### src/rtl/uart_cmd_pkg.sv
// Shared definitions for the UART ASCII-hex command path: FSM state encoding and ASCII constants.
package uart_cmd_pkg;

  typedef enum logic [3:0] {
    ST_IDLE,
    ST_W_AH,
    ST_W_AL,
    ST_W_DH,
    ST_W_DL,
    ST_W_EOL,
    ST_R_AH,
    ST_R_AL,
    ST_R_EOL,
    ST_DISCARD
  } state_t;

  localparam logic [7:0] ASCII_CR   = 8'h0D;
  localparam logic [7:0] ASCII_LF   = 8'h0A;
  localparam logic [7:0] ASCII_W    = 8'h57;
  localparam logic [7:0] ASCII_W_LC = 8'h77;
  localparam logic [7:0] ASCII_R    = 8'h52;
  localparam logic [7:0] ASCII_R_LC = 8'h72;

  // {valid, nibble} value for a byte that is not a hex digit
  localparam logic [4:0] HEX_INVALID = 5'b0_0000;

  function automatic logic is_eol(input logic [7:0] b);
    return (b == ASCII_CR) || (b == ASCII_LF);
  endfunction

endpackage

### src/rtl/hex_ascii_decode.sv
// Combinational ASCII hex digit decoder: '0'-'9', 'A'-'F', 'a'-'f' -> {valid, nibble}.
module hex_ascii_decode
  import uart_cmd_pkg::*;
(
  input  logic [7:0] byte_in,
  output logic       valid,
  output logic [3:0] nibble
);

  // Letters A-F/a-f have low nibble 1..6, so adding 9 yields 10..15
  always_comb begin
    {valid, nibble} = HEX_INVALID;
    if (byte_in >= 8'h30 && byte_in <= 8'h39)
      {valid, nibble} = {1'b1, byte_in[3:0]};
    else if ((byte_in >= 8'h41 && byte_in <= 8'h46) ||
             (byte_in >= 8'h61 && byte_in <= 8'h66))
      {valid, nibble} = {1'b1, byte_in[3:0] + 4'd9};
  end

endmodule

### src/rtl/uart_cmd_parser.sv
// Parses "W AH AL DH DL <EOL>" / "R AH AL <EOL>" ASCII hex lines into register strobes.
// Optional partial-line timeout enabled by defining CMD_TIMEOUT_EN.
module uart_cmd_parser
  import uart_cmd_pkg::*;
#(
  parameter int TIMEOUT_CYCLES = 500000,
  parameter int ERR_CNT_W      = 8
) (
  input  logic                 CLK_10MHZ,
  input  logic                 rst,
  input  logic                 rx_valid,
  input  logic [7:0]           rx_data,
  output logic                 wr_stb,
  output logic [7:0]           wr_addr,
  output logic [7:0]           wr_data,
  output logic                 rd_stb,
  output logic [7:0]           rd_addr,
  output logic                 err_stb,
  output logic [ERR_CNT_W-1:0] err_cnt,
  output logic                 busy
);

  state_t     state;
  logic [7:0] addr_sh;
  logic [7:0] data_sh;
  logic       hex_valid;
  logic [3:0] nibble;
  logic       eol;
  logic       is_wr;
  logic       is_rd;
  logic       timeout_hit;
  logic       raise_err;

  hex_ascii_decode u_hex (
    .byte_in (rx_data),
    .valid   (hex_valid),
    .nibble  (nibble)
  );

  assign eol   = is_eol(rx_data);
  assign is_wr = (rx_data == ASCII_W) || (rx_data == ASCII_W_LC);
  assign is_rd = (rx_data == ASCII_R) || (rx_data == ASCII_R_LC);
  assign busy  = (state != ST_IDLE);

`ifdef CMD_TIMEOUT_EN
  localparam int CNT_W = (TIMEOUT_CYCLES > 2) ? $clog2(TIMEOUT_CYCLES) : 1;
  localparam logic [CNT_W-1:0] TO_LAST = CNT_W'(TIMEOUT_CYCLES - 1);
  logic [CNT_W-1:0] idle_cnt;

  always_ff @(posedge CLK_10MHZ) begin
    if (rst || rx_valid || state == ST_IDLE)
      idle_cnt <= '0;
    else if (idle_cnt != TO_LAST)
      idle_cnt <= idle_cnt + 1'b1;
  end

  assign timeout_hit = (state != ST_IDLE) && !rx_valid && (idle_cnt == TO_LAST);
`else
  assign timeout_hit = 1'b0;
`endif

  // One error per line: DISCARD never raises, and every error path lands in DISCARD or IDLE
  always_comb begin
    raise_err = 1'b0;
    if (rx_valid) begin
      case (state)
        ST_IDLE:                    raise_err = !is_wr && !is_rd && !eol;
        ST_W_AH, ST_W_AL, ST_W_DH,
        ST_W_DL, ST_R_AH, ST_R_AL:  raise_err = !hex_valid;
        ST_W_EOL, ST_R_EOL:         raise_err = !eol;
        default:                    raise_err = 1'b0;
      endcase
    end else if (timeout_hit && state != ST_DISCARD) begin
      raise_err = 1'b1;
    end
  end

  always_ff @(posedge CLK_10MHZ) begin
    if (rst) begin
      state   <= ST_IDLE;
      addr_sh <= '0;
      data_sh <= '0;
      wr_stb  <= 1'b0;
      wr_addr <= '0;
      wr_data <= '0;
      rd_stb  <= 1'b0;
      rd_addr <= '0;
      err_stb <= 1'b0;
      err_cnt <= '0;
    end else begin
      wr_stb  <= 1'b0;
      rd_stb  <= 1'b0;
      err_stb <= raise_err;
      if (raise_err && err_cnt != {ERR_CNT_W{1'b1}})
        err_cnt <= err_cnt + 1'b1;

      if (rx_valid) begin
        case (state)
          ST_IDLE: begin
            if (is_wr)     state <= ST_W_AH;
            else if (is_rd) state <= ST_R_AH;
            else if (!eol)  state <= ST_DISCARD;
          end
          ST_W_AH, ST_W_AL, ST_W_DH, ST_W_DL, ST_R_AH, ST_R_AL: begin
            if (hex_valid) begin
              if (state == ST_W_DH || state == ST_W_DL)
                data_sh <= {data_sh[3:0], nibble};
              else
                addr_sh <= {addr_sh[3:0], nibble};
              case (state)
                ST_W_AH: state <= ST_W_AL;
                ST_W_AL: state <= ST_W_DH;
                ST_W_DH: state <= ST_W_DL;
                ST_W_DL: state <= ST_W_EOL;
                ST_R_AH: state <= ST_R_AL;
                default: state <= ST_R_EOL;
              endcase
            end else begin
              state <= eol ? ST_IDLE : ST_DISCARD;
            end
          end
          ST_W_EOL: begin
            if (eol) begin
              wr_addr <= addr_sh;
              wr_data <= data_sh;
              wr_stb  <= 1'b1;
              state   <= ST_IDLE;
            end else begin
              state <= ST_DISCARD;
            end
          end
          ST_R_EOL: begin
            if (eol) begin
              rd_addr <= addr_sh;
              rd_stb  <= 1'b1;
              state   <= ST_IDLE;
            end else begin
              state <= ST_DISCARD;
            end
          end
          default: begin
            if (eol) state <= ST_IDLE;
          end
        endcase
      end else if (timeout_hit) begin
        state <= ST_IDLE;
      end
    end
  end

endmodule

### config.mk
export PLATFORM = sky130hd
export DESIGN_NAME = uart_cmd_parser
export DESIGN_NICKNAME = d
export VERILOG_FILES = /design/src/rtl/uart_cmd_pkg.sv /design/src/rtl/hex_ascii_decode.sv /design/src/rtl/uart_cmd_parser.sv
export SDC_FILE = /design/constraint.sdc
export NUM_CORES = 1
export LEC_CHECK = 0
export ABC_AREA = 0
export BUFFER_PORTS_ARGS = -buffer_cell sky130_fd_sc_hd__buf_4
export CORE_MARGIN = 2
export CORE_UTILIZATION = 55
export DETAILED_ROUTE_END_ITERATION = 16
export PLACE_DENSITY = 0.79
export SYNTH_ARGS = -nofsm -noshare
export SYNTH_HDL_FRONTEND = slang
export SYNTH_SLANG_ARGS = --single-unit
### constraint.sdc
create_clock -name CLK_10MHZ -period 5.4 [get_ports CLK_10MHZ]
set_input_delay 0.81 -clock CLK_10MHZ [delete_from_list [all_inputs] [get_ports CLK_10MHZ]]
set_output_delay 0.81 -clock CLK_10MHZ [all_outputs]
set_load 0.005 [all_outputs]
==> impl_metrics.sql <==
INSERT INTO impl_metrics (metric_group, metric, value, unit) VALUES
('critical_path', 'reg2reg_to', 'err_cnt[7]', ''),
('final_layout', 'n_fill_cell', '372', ''),
('drt', 'routed_wl_per_cell', '13.1', 'µm'),
('critical_path', 'setup.worst_path.start_class', 'input port', ''),
('drt', 'route.vias.total', '1955', ''),
('floorplanning', 'die_w', '70.7', 'µm'),
('logic_synthesis', 'synthDominantCellAreaShare', '0.451', ''),
('logic_synthesis', 'count_of_mapped_cells_out_of_synthesis', '267', ''),
('run_status', 'outcome', 'complete, no violations', ''),
('logic_synthesis', 'synth_seq_area_share', '0.451', ''),
('logic_synthesis', 'ys_top_cells_by_area', 'sky130_fd_sc_hd__dfxtp_1 45%, sky130_fd_sc_hd__mux2i_1 14%, sky130_fd_sc_hd__nor2_1 8.0%', ''),
('critical_path', 'critPathLaunch', 'rx_data[7]', ''),
('clocking', 'cts_inserted_buffers', '5', ''),
('clocking', 'tritoncts_clock_tree', 'built', ''),
('placed_design', 'pre_cts_ws', '2020', 'ps'),
('sta', 'final-setup-viol-count', '0', ''),
('critical_path', 'worst_ep_arrival_time', '3220', 'ps'),
('critical_path', 'worst_r2r_path_depth', '6', ''),
('placed_design', 'place.detailed.hpwl', '3260', 'µm'),
('logic_synthesis', 'mappedNetlistNets', '283', ''),
('placed_design', 'dpl-instance-area', '2770', 'µm²'),
('logic_synthesis', 'leading_cell_type_by_number_of_instances_after_synthesis', 'sky130_fd_sc_hd__dfxtp_1', ''),
('clocking', 'clock_pin_slew_on_the_worst_setup_and_hold_paths', '90', 'ps'),
('drt', 'detailedRoute.firstIterationViolations', '83', ''),
('sta', 'clock-skew-final', '6.15', 'ps'),
('drt', 'drc_errors', '0', ''),
('placed_design', 'gp_congestion', '1.03', ''),
('logic_synthesis', 'cell_taking_the_most_area_after_synthesis', 'sky130_fd_sc_hd__dfxtp_1', ''),
('sta', 'final_critical_path_setup_slack', '2360', 'ps'),
('sta', 'grt_setup_unrepaired', 'no', ''),
('global_route', 'grt_first_pass_wirelength', '7850', 'µm'),
('drt', 'first_pass_iters', '4', ''),
('global_route', 'maximum_number_of_pins_on_one_net_before_global_route_repair', '53', ''),
('logic_synthesis', 'synth_edf_count', '0', ''),
('critical_path', 'r2r-start', 'state[0]', ''),
('drt', 'final_antenna_net_count', '0', ''),
('final_layout', 'final_layout_size_suffix_gt1_frac', '0.197', ''),
('global_route', 'grt_antenna_before_repair', '0', ''),
('critical_path', 'cpMaxStageDelayCell', 'sky130_fd_sc_hd__or4_1', ''),
('critical_path', 'cp_cell_sequence', 'buf_4 > or4b_1 > a211oi_4 > nand2_1 > or4_1 > mux2i_1 > nor2_1', ''),
('final_layout', 'nets', '320', ''),
('logic_synthesis', 'yosys_register_bits', '55', ''),
('sta', 'fmaxAchievable', '0.329', 'GHz'),
('final_layout', 'finish.utilization', '0.665', ''),
('critical_path', 'r2r_slack', '2960', 'ps'),
('clocking', 'postCtsHoldBufs', '0', ''),
('sta', 'fin_crit_sh', '0.564', ''),
('hold_path', 'worstHoldPathCells', '2', ''),
('run', 'cap_violations', '0', ''),
('floorplanning', 'die_area', '4990', 'µm²'),
('power_and_ir_drop', 'power-per-cell-area', '266', 'nW/µm²'),
('hold_path', 'hold_end', 'data_sh[7]', ''),
('clocking', 'tritoncts_num_sinks', '55', ''),
('logic_synthesis', 'netlist_area', '2440', 'µm²'),
('global_route', 'overall_fraction_of_global_route_tracks_in_use', '0.194', ''),
('floorplanning', 'core', '4320', 'µm²'),
('final_layout', 'stdcell_area', '2880', 'µm²'),
('final_layout', 'syn_to_final_growth', '17.7', '%'),
('clocking', 'post-cts-setup-buffer-count', '0', ''),
('drt', 'finalWirelength', '4680', 'µm'),
('final_layout', 'antenna_cells', '0', ''),
('clocking', 'clock_latency', '310', 'ps'),
('sta', 'totalNegativeSetupSlack', '0', 'ps'),
('drt', 'via_per_inst', '5.49', ''),
('hold_path', 'holdCritStartpoint', 'data_sh[7]', ''),
('floorplanning', 'die_h', '70.7', 'µm'),
('floorplanning', 'effective_utilization_at_floorplan', '0.565', ''),
('sta', 'max_slew_margin', '0.385', ''),
('logic_synthesis', 'ys_warn_count', '0', ''),
('logic_synthesis', 'syn-mean-instance-area', '9.15', 'µm²'),
('floorplanning', 'cell_row_count', '24', '');
-- worst max-delay path: cells and delay by family --
family | cells | cell delay [ps]
buf+inv | 1 | 130
simple gates | 4 | 1660
compound gates | 1 | 320
mux | 1 | 290
-- state kept, by name, summed over array words and instances (netlist names) --
register / count
rd_stb: 1
addr_sh: 8
err_cnt: 8
err_stb: 1
rd_addr: 8
data_sh: 8
state: 4
wr_stb: 1
wr_addr: 8
wr_data: 8
-- how the worst max path moves through the flow --
stage / end / slack (ps) / cells after the start
6_report: wr_addr[7] / 2360 / 7
5_1_grt: data_sh[4] / 2170 / 9
4_1_cts: wr_addr[7] / 2340 / 7
3_5_place_dp: wr_addr[7] / 2020 / 7
3_3_place_gp: wr_data[7] / 2070 / 7
2_1_floorplan: wr_addr[0] / 2540 / 8
-- cells in the final DEF (no fill, tap or decap), types with 2 or more instances in the layout --
cell type                  instances
sky130_fd_sc_hd__a21oi_1          11
sky130_fd_sc_hd__a211oi_1          8
sky130_fd_sc_hd__buf_4            46
sky130_fd_sc_hd__xnor2_1           3
sky130_fd_sc_hd__and3_1            3
sky130_fd_sc_hd__dfxtp_1          55
sky130_fd_sc_hd__mux2i_1          34
sky130_fd_sc_hd__nor3_1            5
sky130_fd_sc_hd__or2_2             2
sky130_fd_sc_hd__o21ai_0           9
sky130_fd_sc_hd__inv_1             8
sky130_fd_sc_hd__o22ai_1           3
sky130_fd_sc_hd__or3_1             3
sky130_fd_sc_hd__nand3_1           3
sky130_fd_sc_hd__nor2_1           52
sky130_fd_sc_hd__nor2b_1           2
sky130_fd_sc_hd__or4_1             3
sky130_fd_sc_hd__xor2_1            3
sky130_fd_sc_hd__ha_1              5
sky130_fd_sc_hd__nor3b_1           2
sky130_fd_sc_hd__clkbuf_8          5
sky130_fd_sc_hd__nand2_1          13
sky130_fd_sc_hd__nand4_1           2
-- cell type report --
class / instances / area [µm²] / share of cell area
Tap cell: 52 / 65.1 / 0.0226
Multi-Input combinational cell: 188 / 1230 / 0.428
Sequential cell: 55 / 1100 / 0.383
Timing Repair Buffer: 46 / 345 / 0.120
Clock buffer: 6 / 72.6 / 0.0252
Clock inverter: 1 / 30.0 / 0.0104
Inverter: 8 / 30.0 / 0.0104
-- cells by family (layout without fill, tap and decap cells) --
kind of cell | count (synthesis) | in the layout | synth area share
buf+inv | 24 | 61 | 0.0451
xor+xnor | 6 | 6 | 0.0215
compound gates | 44 | 44 | 0.123
simple gates | 98 | 98 | 0.190
flops | 55 | 55 | 0.451
fa+ha+maj | 5 | 5 | 0.0256
mux | 35 | 35 | 0.144
-- stage by stage --
stage | total power [W] | hold WS [ps] | std cells
after floorplan | 0.000483 | 460 | 267
after global placement | 0.000510 | 472 | 349
after detailed placement | 0.000512 | 481 | 349
after CTS | 0.000768 | 504 | 356
after global routing | 0.000793 | 517 | 356
final | 0.000766 | 502 | 356
-- where the power goes --
group	leakage [nW]	switching (W)	internal, W	total, W
clock	0.0513	0.000126	0.000136	0.000262
sequential	0.444	0.00000973	0.000412	0.000422
combinational	0.818	0.0000466	0.0000355	0.0000821
total	1.31	0.000182	0.000583	0.000766
-- layer usage --
| metal | GRT usage | vias to the layer above | routed length (µm) |
|---|---|---|---|
| met5 | 0 | - | 0 |
| met1 | 0.260 | 901 | 2180 |
| met4 | 0.0524 | 0 | 38 |
| met3 | 0.0484 | 6 | 232 |
| li1 | - | 1005 | - |
| met2 | 0.317 | 43 | 2230 |
(Power assumes the default switching activity.)
